--- src/rtl/clock_pkg.sv ---
// clock_pkg: shared time-of-day widths, limits, packed time type and wrap helpers
package clock_pkg;
  localparam int H_W = 5;
  localparam int M_W = 6;
  localparam int S_W = 6;
  localparam logic [H_W-1:0] MAX_H = 5'd23;
  localparam logic [M_W-1:0] MAX_M = 6'd59;
  localparam logic [S_W-1:0] MAX_S = 6'd59;

  typedef struct packed {
    logic [H_W-1:0] h;
    logic [M_W-1:0] m;
    logic [S_W-1:0] s;
  } tod_t;

  function automatic logic [M_W-1:0] wrap_ms(input logic [M_W-1:0] v);
    return v == MAX_M ? '0 : v + 1'b1;
  endfunction

  function automatic logic [H_W-1:0] wrap_h(input logic [H_W-1:0] v);
    return v == MAX_H ? '0 : v + 1'b1;
  endfunction
endpackage

--- src/rtl/tick_prescaler.sv ---
// tick_prescaler: divides clk to a terminal flag once every TICK_DIV enabled cycles
module tick_prescaler #(
  parameter int TICK_DIV = 100000000,
  parameter int PRE_W    = 27
) (
  input  logic clk,
  input  logic reset,
  input  logic EN,
  input  logic CLR,
  input  logic HOLD,
  output logic terminal
);
  localparam logic [PRE_W-1:0] LAST = PRE_W'(TICK_DIV - 1);

  logic [PRE_W-1:0] cnt;

  assign terminal = cnt == LAST;

  // Count while enabled; a held terminal keeps its pending tick for the next cycle
  always_ff @(posedge clk or negedge reset) begin
    if (!reset) cnt <= '0;
    else if (CLR) cnt <= '0;
    else if (EN && !(terminal && HOLD)) cnt <= terminal ? '0 : cnt + 1'b1;
  end
endmodule

--- src/rtl/time_of_day_counter.sv ---
// time_of_day_counter: 24-hour h:m:s counter with load, minute/hour adjust and tick deferral
module time_of_day_counter
  import clock_pkg::*;
#(
  parameter int TICK_DIV = 100000000,
  parameter int PRE_W    = 27
) (
  input  logic           clk,
  input  logic           reset,
  input  logic           EN,
  input  logic           LOAD,
  input  logic [H_W-1:0] H_SET,
  input  logic [M_W-1:0] M_SET,
  input  logic [S_W-1:0] S_SET,
  input  logic           INC_MIN,
  input  logic           INC_HOUR,
  output logic [H_W-1:0] H_OUT,
  output logic [M_W-1:0] M_OUT,
  output logic [S_W-1:0] S_OUT,
  output logic           SEC_PULSE,
  output logic           DAY_ROLL,
  output logic           LOAD_ERR
);
  tod_t cur, nxt;
  logic load_ok, accept, reject, adj, terminal, tick, day;

  assign load_ok = H_SET <= MAX_H && M_SET <= MAX_M && S_SET <= MAX_S;
  assign accept  = LOAD && load_ok;
  assign reject  = LOAD && !load_ok;
  assign adj     = !LOAD && (INC_MIN || INC_HOUR);
  assign tick    = EN && terminal && !LOAD && !adj;
  assign day     = tick && cur == {MAX_H, MAX_M, MAX_S};

  tick_prescaler #(.TICK_DIV(TICK_DIV), .PRE_W(PRE_W)) u_pre (
    .clk      (clk),
    .reset    (reset),
    .EN       (EN),
    .CLR      (accept),
    .HOLD     (reject || adj),
    .terminal (terminal)
  );

  // Next time: load beats adjust beats tick; adjusts never carry between fields
  always_comb begin
    nxt = cur;
    if (accept) nxt = {H_SET, M_SET, S_SET};
    else if (adj) begin
      nxt.m = INC_MIN ? wrap_ms(cur.m) : cur.m;
      nxt.h = INC_HOUR ? wrap_h(cur.h) : cur.h;
    end else if (tick) begin
      nxt.s = wrap_ms(cur.s);
      nxt.m = cur.s == MAX_S ? wrap_ms(cur.m) : cur.m;
      nxt.h = cur.s == MAX_S && cur.m == MAX_M ? wrap_h(cur.h) : cur.h;
    end
  end

  // Time and one-cycle status pulses, all registered
  always_ff @(posedge clk or negedge reset) begin
    if (!reset) begin
      cur       <= '0;
      SEC_PULSE <= 1'b0;
      DAY_ROLL  <= 1'b0;
      LOAD_ERR  <= 1'b0;
    end else begin
      cur       <= nxt;
      SEC_PULSE <= tick;
      DAY_ROLL  <= day;
      LOAD_ERR  <= reject;
    end
  end

  assign H_OUT = cur.h;
  assign M_OUT = cur.m;
  assign S_OUT = cur.s;
endmodule

--- config.mk ---
export PLATFORM = sky130hd
export DESIGN_NAME = time_of_day_counter
export DESIGN_NICKNAME = d
export VERILOG_FILES = /design/src/rtl/clock_pkg.sv /design/src/rtl/tick_prescaler.sv /design/src/rtl/time_of_day_counter.sv
export SDC_FILE = /design/constraint.sdc
export NUM_CORES = 1
export LEC_CHECK = 0
export CAP_MARGIN = 20
export CORE_MARGIN = 10
export CORE_UTILIZATION = 51
export DETAILED_ROUTE_END_ITERATION = 16
export PLACE_DENSITY = 0.74
export SETUP_SLACK_MARGIN = 0.02
export SLEW_MARGIN = 20
export SYNTH_ARGS = -nofsm -noshare
export SYNTH_HDL_FRONTEND = slang
export SYNTH_SLANG_ARGS = --single-unit
--- constraint.sdc ---
create_clock -name clk -period 2.9 [get_ports clk]
set_input_delay 0.725 -clock clk [delete_from_list [all_inputs] [get_ports clk]]
set_output_delay 0.725 -clock clk [all_outputs]
set_load 0.1 [all_outputs]
Word-level counts from Yosys, hierarchy flattened
Cells that the tools add are included.

Add/subtract/negate cells: 4. Magnitude comparators: 3. Equality and inequality tests: 8. Muxes and demuxes: 14. Reduce and logical (&&, ||, !) cells: 26.

Operator list (count): 27-bit 2-to-1 mux (3); 17-bit 2-to-1 mux (2); 6-bit 2-to-1 mux (5); 27-bit by 1-bit adder with 27-bit output, second input constant (1); 27-bit equality test, second input constant (1); 17-bit equality test, second input constant (1); 5-bit 2-to-1 mux (3); 6-bit by 1-bit adder with 6-bit output, second input constant (2); 6-bit equality test, second input constant (2); 6-bit <= comparator, second input constant (2); 1-bit logical AND (12); 11-bit 2-to-1 mux (1); 3-bit nonzero test (3); 3-bit inequality test, second input constant (2); 3-bit AND reduction (2); 5-bit by 1-bit adder with 5-bit output, second input constant (1); 5-bit equality test, second input constant (1); 5-bit <= comparator, second input constant (1); 1-bit logical NOT (4); 2-bit nonzero test (2); 1-bit logical OR (2); 2-bit inequality test, second input constant (1); 2-bit AND reduction (1).

Register bits after elaboration: 47. Input bits: 23. Output and inout port bits: 20. Logic and storage cells: 62.

Depth between registers and ports, before layout
Gate-level depths: netlist of the first run.

Word-level depth: 11. Mapped depth: 8. Gate-level depth less buffers: 8.

By module
Synthesis of the first run repeated with hierarchy kept, for this count alone.

Cells, all modules: 327. Area, all modules: 2994.1 um2.

Modules (own cells, without submodules): tick_prescaler (times used 1, cells an instance 188, area an instance 1746.7 um2, seq. area each 675.6 um2); time_of_day_counter (times used 1, cells an instance 139, area an instance 1247.4 um2, seq. area each 500.5 um2).

Least setup slack after synthesis of the first run
Ideal clock, no wire load.

Path type: register to register. From: reg cur, in the netlist S_OUT[0]. To: reg cur, in the netlist H_OUT[0]. Setup time: 96 ps. Arrival: 2619 ps. Path slack: 185 ps. Cell stages (with the launch flop): 7. Path buffers: 0. Cell sequence: dfrtp_1 -> ha_1 -> nor2b_1 -> nand4_1 -> o32ai_1 -> o22ai_1 -> o31ai_1.

Cells in the longest elaborated chain, start to end: 4.

Ends and longest elaborated chain: from (decl) (line time_of_day_counter.sv:24) `tod_t cur, nxt;`; from (signal assigned) (line time_of_day_counter.sv:65) `cur <= nxt;`; 6-bit equality test (line time_of_day_counter.sv:53) `nxt.h = cur.s == MAX_S && cur.m == MAX_M ? wrap_h(cur.h) : cur.h;`; 1-bit logical AND (line time_of_day_counter.sv:53); 3-bit nonzero test (no line); 3-bit AND reduction (no line).

No other way between the ends. A chain may end at the register's enable or synchronous reset.

Final worst setup path of the first run
From: reg u_pre.cnt[1]. To: reg cur, in the netlist M_OUT[3].

Cells in the longest elaborated chain, start to end: 6.

Ends and longest elaborated chain: from (decl) (line tick_prescaler.sv:15) `logic [PRE_W-1:0] cnt;`; from (signal assigned) (line tick_prescaler.sv:23) `else if (EN && !(terminal && HOLD)) cnt <= terminal ? '0 : cnt + 1'b1;`; 27-bit equality test (line tick_prescaler.sv:17) `assign terminal = cnt == LAST;`; 1-bit logical AND (3 in a row) (line time_of_day_counter.sv:31) `assign tick = EN && terminal && !LOAD && !adj;`; 3-bit nonzero test (no line); 3-bit AND reduction (no line).

No other way between the ends.

==> impl_metrics.tcl, run 1 <==
set metrics [dict create \
    outcome "completed" \
    pre_cts_ws_ns 0.2698 \
    reg2reg_from "u_pre.cnt[1]$_DFFE_PN0P_" \
    syn_area_mm2 0.002716 \
    cts_resized 0 \
    worst-path-max-fanout 12 \
    gp_congestion 0.8777 \
    die_area_mm2 0.008645 \
    worstReg2RegEnd "M_OUT[3]$_DFFE_PN0P_" \
    arrival_ns 2.72 \
    r2r_cells 8 \
    slew_headroom_pct 60.43 \
    viasPerCell 5.898 \
    post_cts_buffers 0 \
    diodes 0 \
    fp.dieW_um 92.98 \
    cts-root-buf "clkbuf_8" \
    routed_wl_um 6818 \
    rows 26 \
    core_mm2 0.005140 \
    clkTransAtPathRegs_ns 0.09 \
    detailed_place_hpwl_um 5076 \
    slowest_stage "or4_4" \
    yosys.area.top_type_share_pct 43.30 \
    cp_common_cell "o21ai_0" \
    first_iter_violations 188 \
    ios 43 \
    placed_cell_area_mm2 0.003237 \
    synth_top_area_cell "dfrtp_1" \
    setup_viol 0 \
    routedWlPerCell_um 15.75 \
    p_leak_nw 1.394 \
    antenna_found_initial 0 \
    htree_levels 2 \
    rsz0062_at_grt "no" \
    ys_warn_count 0 \
    period_needed_ns 2.540 \
    cts_buffer_depth 2 \
    grt_start_max_net_pins 37 \
    syn_nets 339 \
    report.final.slew_viol_count 0 \
    yosysSeqAreaShare_pct 43.30 \
    cts_tree "yes" \
    synth-edff-count 0 \
    synthCells 312 \
    grt_pass1_vias 2372 \
    totalPowerFinal_mw 2.189 \
    start_kind "flip-flop" \
    worstPathCellList "ha_1 > nand4_1 > or4_4 > nor2_1 > a31oi_1 > buf_4 > o21ai_0 > o21ai_0" \
    drc 0 \
    cp-end-kind "flip-flop" \
    grt-ovfl-total 0 \
    ir_drop_v 0.0005930 \
    areaGrowthSynthToFinish_pct 22.80 \
    numPortBuffers 42 \
    yosysUniqueCellTypes 48 \
    maxCapViolCount 0 \
    worst_slew_pin_slew_ns 0.5936 \
    ys_ff_latch 47 \
    avgSynthCellArea_um2 8.706 \
    nets 389 \
    crit_cells 8 \
    cp_top_family "simple AND/OR/NAND/NOR gates" \
    max_freq_ghz 0.3936 \
    period_share_pct 87.60 \
    synthFlopType "dfrtp_1" \
    fin_skew_ns 0.009815 \
    r2r_slack_ns 0.36 \
    start_util_pct 52.85 \
    numCtsBuffers 5 \
    power_density_mw_per_mm2 656.3 \
    path_buf_inv 1 \
    fillers 462 \
    drive_gt1_share_pct 12.95 \
    cts.sinks 47 \
    synth_area_leaders "dfrtp_1, nor2_1, o21ai_0" \
    holdWs_ns 0.4198 \
    grt_pass1_wl_um 11580 \
    crit_path_max_incr_delay_ns 0.63 \
    final.setup.tns_ns 0 \
    clock_latency_ns 0.30 \
    vias 2554 \
    die_h_um 92.98 \
    final_antenna_net_count 0 \
    grt_usage_pct 16.09 \
    hp-class "in -> async" \
    crit_type "reg -> reg" \
    critPathRequiredTime_ns 3.08 \
    fin_area_mm2 0.003336 \
    async_flop_share_pct 100.0 \
    dr.pass1.iters 4 \
    finalHoldViolations 0 \
    hold_buffers 0 \
    fin_ws_ns 0.3596 \
]
[flip-flops by register name, summed over array words and instances (netlist names)]
| register | count |
|---|---|
| SEC_PULSE | 1 |
| M_OUT | 6 |
| S_OUT | 6 |
| LOAD_ERR | 1 |
| H_OUT | 5 |
| u_pre.cnt | 27 |
| DAY_ROLL | 1 |
[worst reg2reg max path: stages, from the launching register on]
cell	delay, ns
dfrtp_1	0.41
ha_1	0.21
nand4_1	0.22
or4_4	0.63
nor2_1	0.32
a31oi_1	0.17
buf_4	0.21
o21ai_0	0.16
o21ai_0	0.10
[cells in the mapped netlist, types with 2 or more instances]
library cell	count
dfrtp_1	47
nor2_1	46
nand2_1	28
o21ai_0	22
a21oi_1	18
nand3_1	15
nand4_1	12
a31oi_1	10
xor2_1	10
clkbuf_1	8
a211oi_1	7
nor2b_1	7
xnor2_1	7
and3_1	6
o211ai_1	6
inv_1	5
nor3_1	5
ha_1	4
nor4_1	4
o2111ai_1	4
or3_1	4
a41oi_1	3
and2_1	3
and4_1	3
mux2i_1	3
buf_2	2
nand4b_1	2
[cell usage in the layout (no fill, tap or decap), types with 2 or more instances in the layout]
cell / instances
dfrtp_1: 47
nor2_1: 46
buf_4: 31
nand2_1: 28
o21ai_0: 22
clkdlybuf4s50_1: 21
a21oi_1: 18
nand3_1: 15
nand4_1: 12
a31oi_1: 10
xor2_1: 10
nor2b_1: 7
a211oi_1: 7
xnor2_1: 7
o211ai_1: 6
and3_1: 6
clkbuf_8: 6
inv_1: 5
nor3_1: 5
nor4_1: 4
o2111ai_1: 4
or3_1: 4
ha_1: 4
and4_1: 3
and2_1: 3
mux2i_1: 3
a41oi_1: 3
nand4b_1: 2
buf_12: 2
[logic make-up after synthesis]
kind of cell	Yosys count	share of synthesized area (%)
AOI/OAI and AO/OA	80	19.07
xor gates and xnor gates	17	5.481
adders and majority gates	4	1.843
buffers and inverters	17	2.718
DFF	47	43.30
muxes	3	1.106
and+or+nand+nor	144	26.49
[layer usage]
layer	GRT usage (%)	vias to the layer above	share of wire [%]
li1	-	1253	-
met1	21.21	1228	46
met2	25.70	64	47
met3	3.917	9	5.2
met4	4.370	0	1.4
met5	0	-	0
[power by group]
group / switching, mW / total, mW / leakage [nW] / internal, mW
clock: 0.226 / 0.421 / 0.0474 / 0.195
sequential: 0.107 / 0.832 / 0.619 / 0.726
combinational: 0.702 / 0.936 / 0.728 / 0.233
total: 1.04 / 2.19 / 1.39 / 1.15
[how the worst max path moves through the flow]
stage                             start  slack [ns]                   end
2_1_floorplan      S_OUT[0]$_DFFE_PN0P_        0.18  H_OUT[0]$_DFFE_PN0P_
3_3_place_gp                       LOAD        0.32  S_OUT[5]$_DFFE_PN0P_
3_5_place_dp                       LOAD        0.27  S_OUT[5]$_DFFE_PN0P_
4_1_cts        u_pre.cnt[1]$_DFFE_PN0P_        0.36  M_OUT[3]$_DFFE_PN0P_
5_1_grt        u_pre.cnt[1]$_DFFE_PN0P_        0.14  M_OUT[3]$_DFFE_PN0P_
6_report       u_pre.cnt[1]$_DFFE_PN0P_        0.36  M_OUT[3]$_DFFE_PN0P_
[layout make-up]
| type | instances | area, um2 | area share (%) |
|---|---|---|---|
| clock buffer | 6 | 82.58 | 2.476 |
| clock inverter | 2 | 16.27 | 0.4876 |
| inverter | 5 | 18.77 | 0.5626 |
| multi-input combinational | 248 | 1466 | 43.96 |
| sequential | 47 | 1176 | 35.26 |
| tap | 70 | 87.58 | 2.626 |
| timing repair buffer | 55 | 488.0 | 14.63 |
[stage by stage]
step	utilization [%]	std cells
3_5_place_dp	62.97	425
6_report	64.90	433
5_1_grt	64.90	433
4_1_cts	64.90	433
3_3_place_gp	62.97	425
2_1_floorplan	-	312
Power figures use the tool's default switching activity.
==> run 2: changes to the inputs <==
RECOVER_POWER = 100   (was default)
==> run 2 against run 1 <==
Largest cell class unchanged. Critical path depth is 2 lower. Sequential share of layout area is 1.1 points higher. Critical path type is now in -> reg. Critical endpoint is now H_OUT[0]$_DFFE_PN0P_. Non-clock buffer count stayed put. Sequential power hardly changed.
==> impl_metrics.tcl, run 2 (synthesized netlist as in run 1, its figures left out) <==
set metrics [dict create \
    outcome "completed" \
    numCtsBuffers 5 \
    dr.pass1.iters 4 \
    cts_buffer_depth 2 \
    hp-class "reg -> reg" \
    rsz0062_at_grt "no" \
    met2_usage_pct 25.70 \
    totalPowerFinal_mw 2.121 \
    final_common_cell "dfrtp_1" \
    nets 389 \
    grt_pass1_vias 2372 \
    drive_gt1_share_pct 6.612 \
    detailed_place_hpwl_um 5076 \
    report.final.slew_viol_count 0 \
    start_util_pct 52.85 \
    cts.sinks 47 \
    use_met1_pct 21.21 \
    arrival_ns 2.86 \
    worst-path-max-fanout 36 \
    hold_buffers 0 \
    min_to "u_pre.cnt[24]$_DFFE_PN0P_" \
    cts_resized 0 \
    post_cts_buffers 0 \
    grt_use_met3_pct 3.917 \
    min_from "u_pre.cnt[24]$_DFFE_PN0P_" \
    cp-end-kind "flip-flop" \
    core_mm2 0.005140 \
    grt-ovfl-total 0 \
    die_h_um 92.98 \
    period_share_pct 91.43 \
    busiest_layer "met2" \
    maxCapViolCount 0 \
    ir_drop_v 0.0005468 \
    grt_start_max_net_pins 37 \
    holdWs_ns 0.5535 \
    layout_common_cells "dfrtp_1, nor2_1, nand2_1" \
    slew_headroom_pct 11.16 \
    drc 0 \
    r2r_cells 8 \
    hold_depth 2 \
    clock_latency_ns 0.30 \
    postLayoutCoreUtil_pct 62.90 \
    p_leak_nw 1.314 \
    fin_area_mm2 0.003233 \
    ios 43 \
    first_iter_violations 171 \
    routedWlPerCell_um 15.77 \
    grt_pass1_wl_um 11580 \
    cts-root-buf "clkbuf_8" \
    setup_viol 0 \
    die_area_mm2 0.008645 \
    routed_wl_um 6828 \
    pre_cts_ws_ns 0.2698 \
    period_needed_ns 2.651 \
    max_freq_ghz 0.3772 \
    finalNonFillerCells 433 \
    final_antenna_net_count 0 \
    finalHoldViolations 0 \
    antenna_found_initial 0 \
    reg2reg_from "u_pre.cnt[1]$_DFFE_PN0P_" \
    power_density_mw_per_mm2 656.0 \
    critPathRequiredTime_ns 3.11 \
    fin_ws_ns 0.2486 \
    viasPerCell 5.889 \
    dpl.cell_count 425 \
    start_kind "input pin" \
    diodes 0 \
    fp.dieW_um 92.98 \
    cts_tree "yes" \
    fin_skew_ns 0.009821 \
    crit_type "in -> reg" \
    htree_levels 2 \
    gp_congestion 0.8777 \
    r2r_slack_ns 0.30 \
    worstReg2RegEnd "M_OUT[3]$_DFFE_PN0P_" \
    vias 2550 \
    final.setup.tns_ns 0 \
    worst_slew_pin_slew_ns 1.333 \
    numPortBuffers 42 \
    placed_cell_area_mm2 0.003237 \
    grt_usage_pct 16.09 \
    largest_reg_flops 27 \
    areaGrowthSynthToFinish_pct 19.02 \
    clkTransAtPathRegs_ns 0.09 \
    rows 26 \
    top_register "u_pre.cnt" \
]
-- run 2: area by class of cell --
cell class                      count  area, um2
Multi-Input combinational cell    248       1463
Tap cell                           70      87.58
Sequential cell                    47       1176
Clock buffer                        6      82.58
Timing Repair Buffer               55      389.1
Clock inverter                      2      16.27
Fill cell                         484       1907
Inverter                            5      18.77
-- run 2: worst max path at each step --
stage,slack (ns),end,startpoint,depth (start not counted)
global placement,0.32,S_OUT[5]$_DFFE_PN0P_,LOAD,6
global route,0.08,M_OUT[3]$_DFFE_PN0P_,u_pre.cnt[1]$_DFFE_PN0P_,8
detailed placement,0.27,S_OUT[5]$_DFFE_PN0P_,LOAD,6
CTS,0.36,M_OUT[3]$_DFFE_PN0P_,u_pre.cnt[1]$_DFFE_PN0P_,8
floorplan,0.18,H_OUT[0]$_DFFE_PN0P_,S_OUT[0]$_DFFE_PN0P_,6
finish,0.25,H_OUT[0]$_DFFE_PN0P_,M_SET[3],6
-- run 2: critical path: stages --
cell and delay (ns):
dlygate4sd3_1 0.57, nand4_1 0.15, and4_1 0.22, buf_2 0.55
o22ai_1 0.32, o31ai_1 0.31
-- run 2: routing by layer --
metal / routed length, um / up-vias
met2: 3231 / 81
li1: - / 1248
met3: 405 / 7
met5: 0 / -
met1: 3119 / 1214
met4: 72 / 0
-- run 2: report_power, final --
part           switching [mW]  leakage, nW  internal [mW]
registers               0.104        0.619          0.726
logic                   0.701        0.647          0.170
clock network           0.226       0.0474          0.195
total                    1.03         1.31           1.09
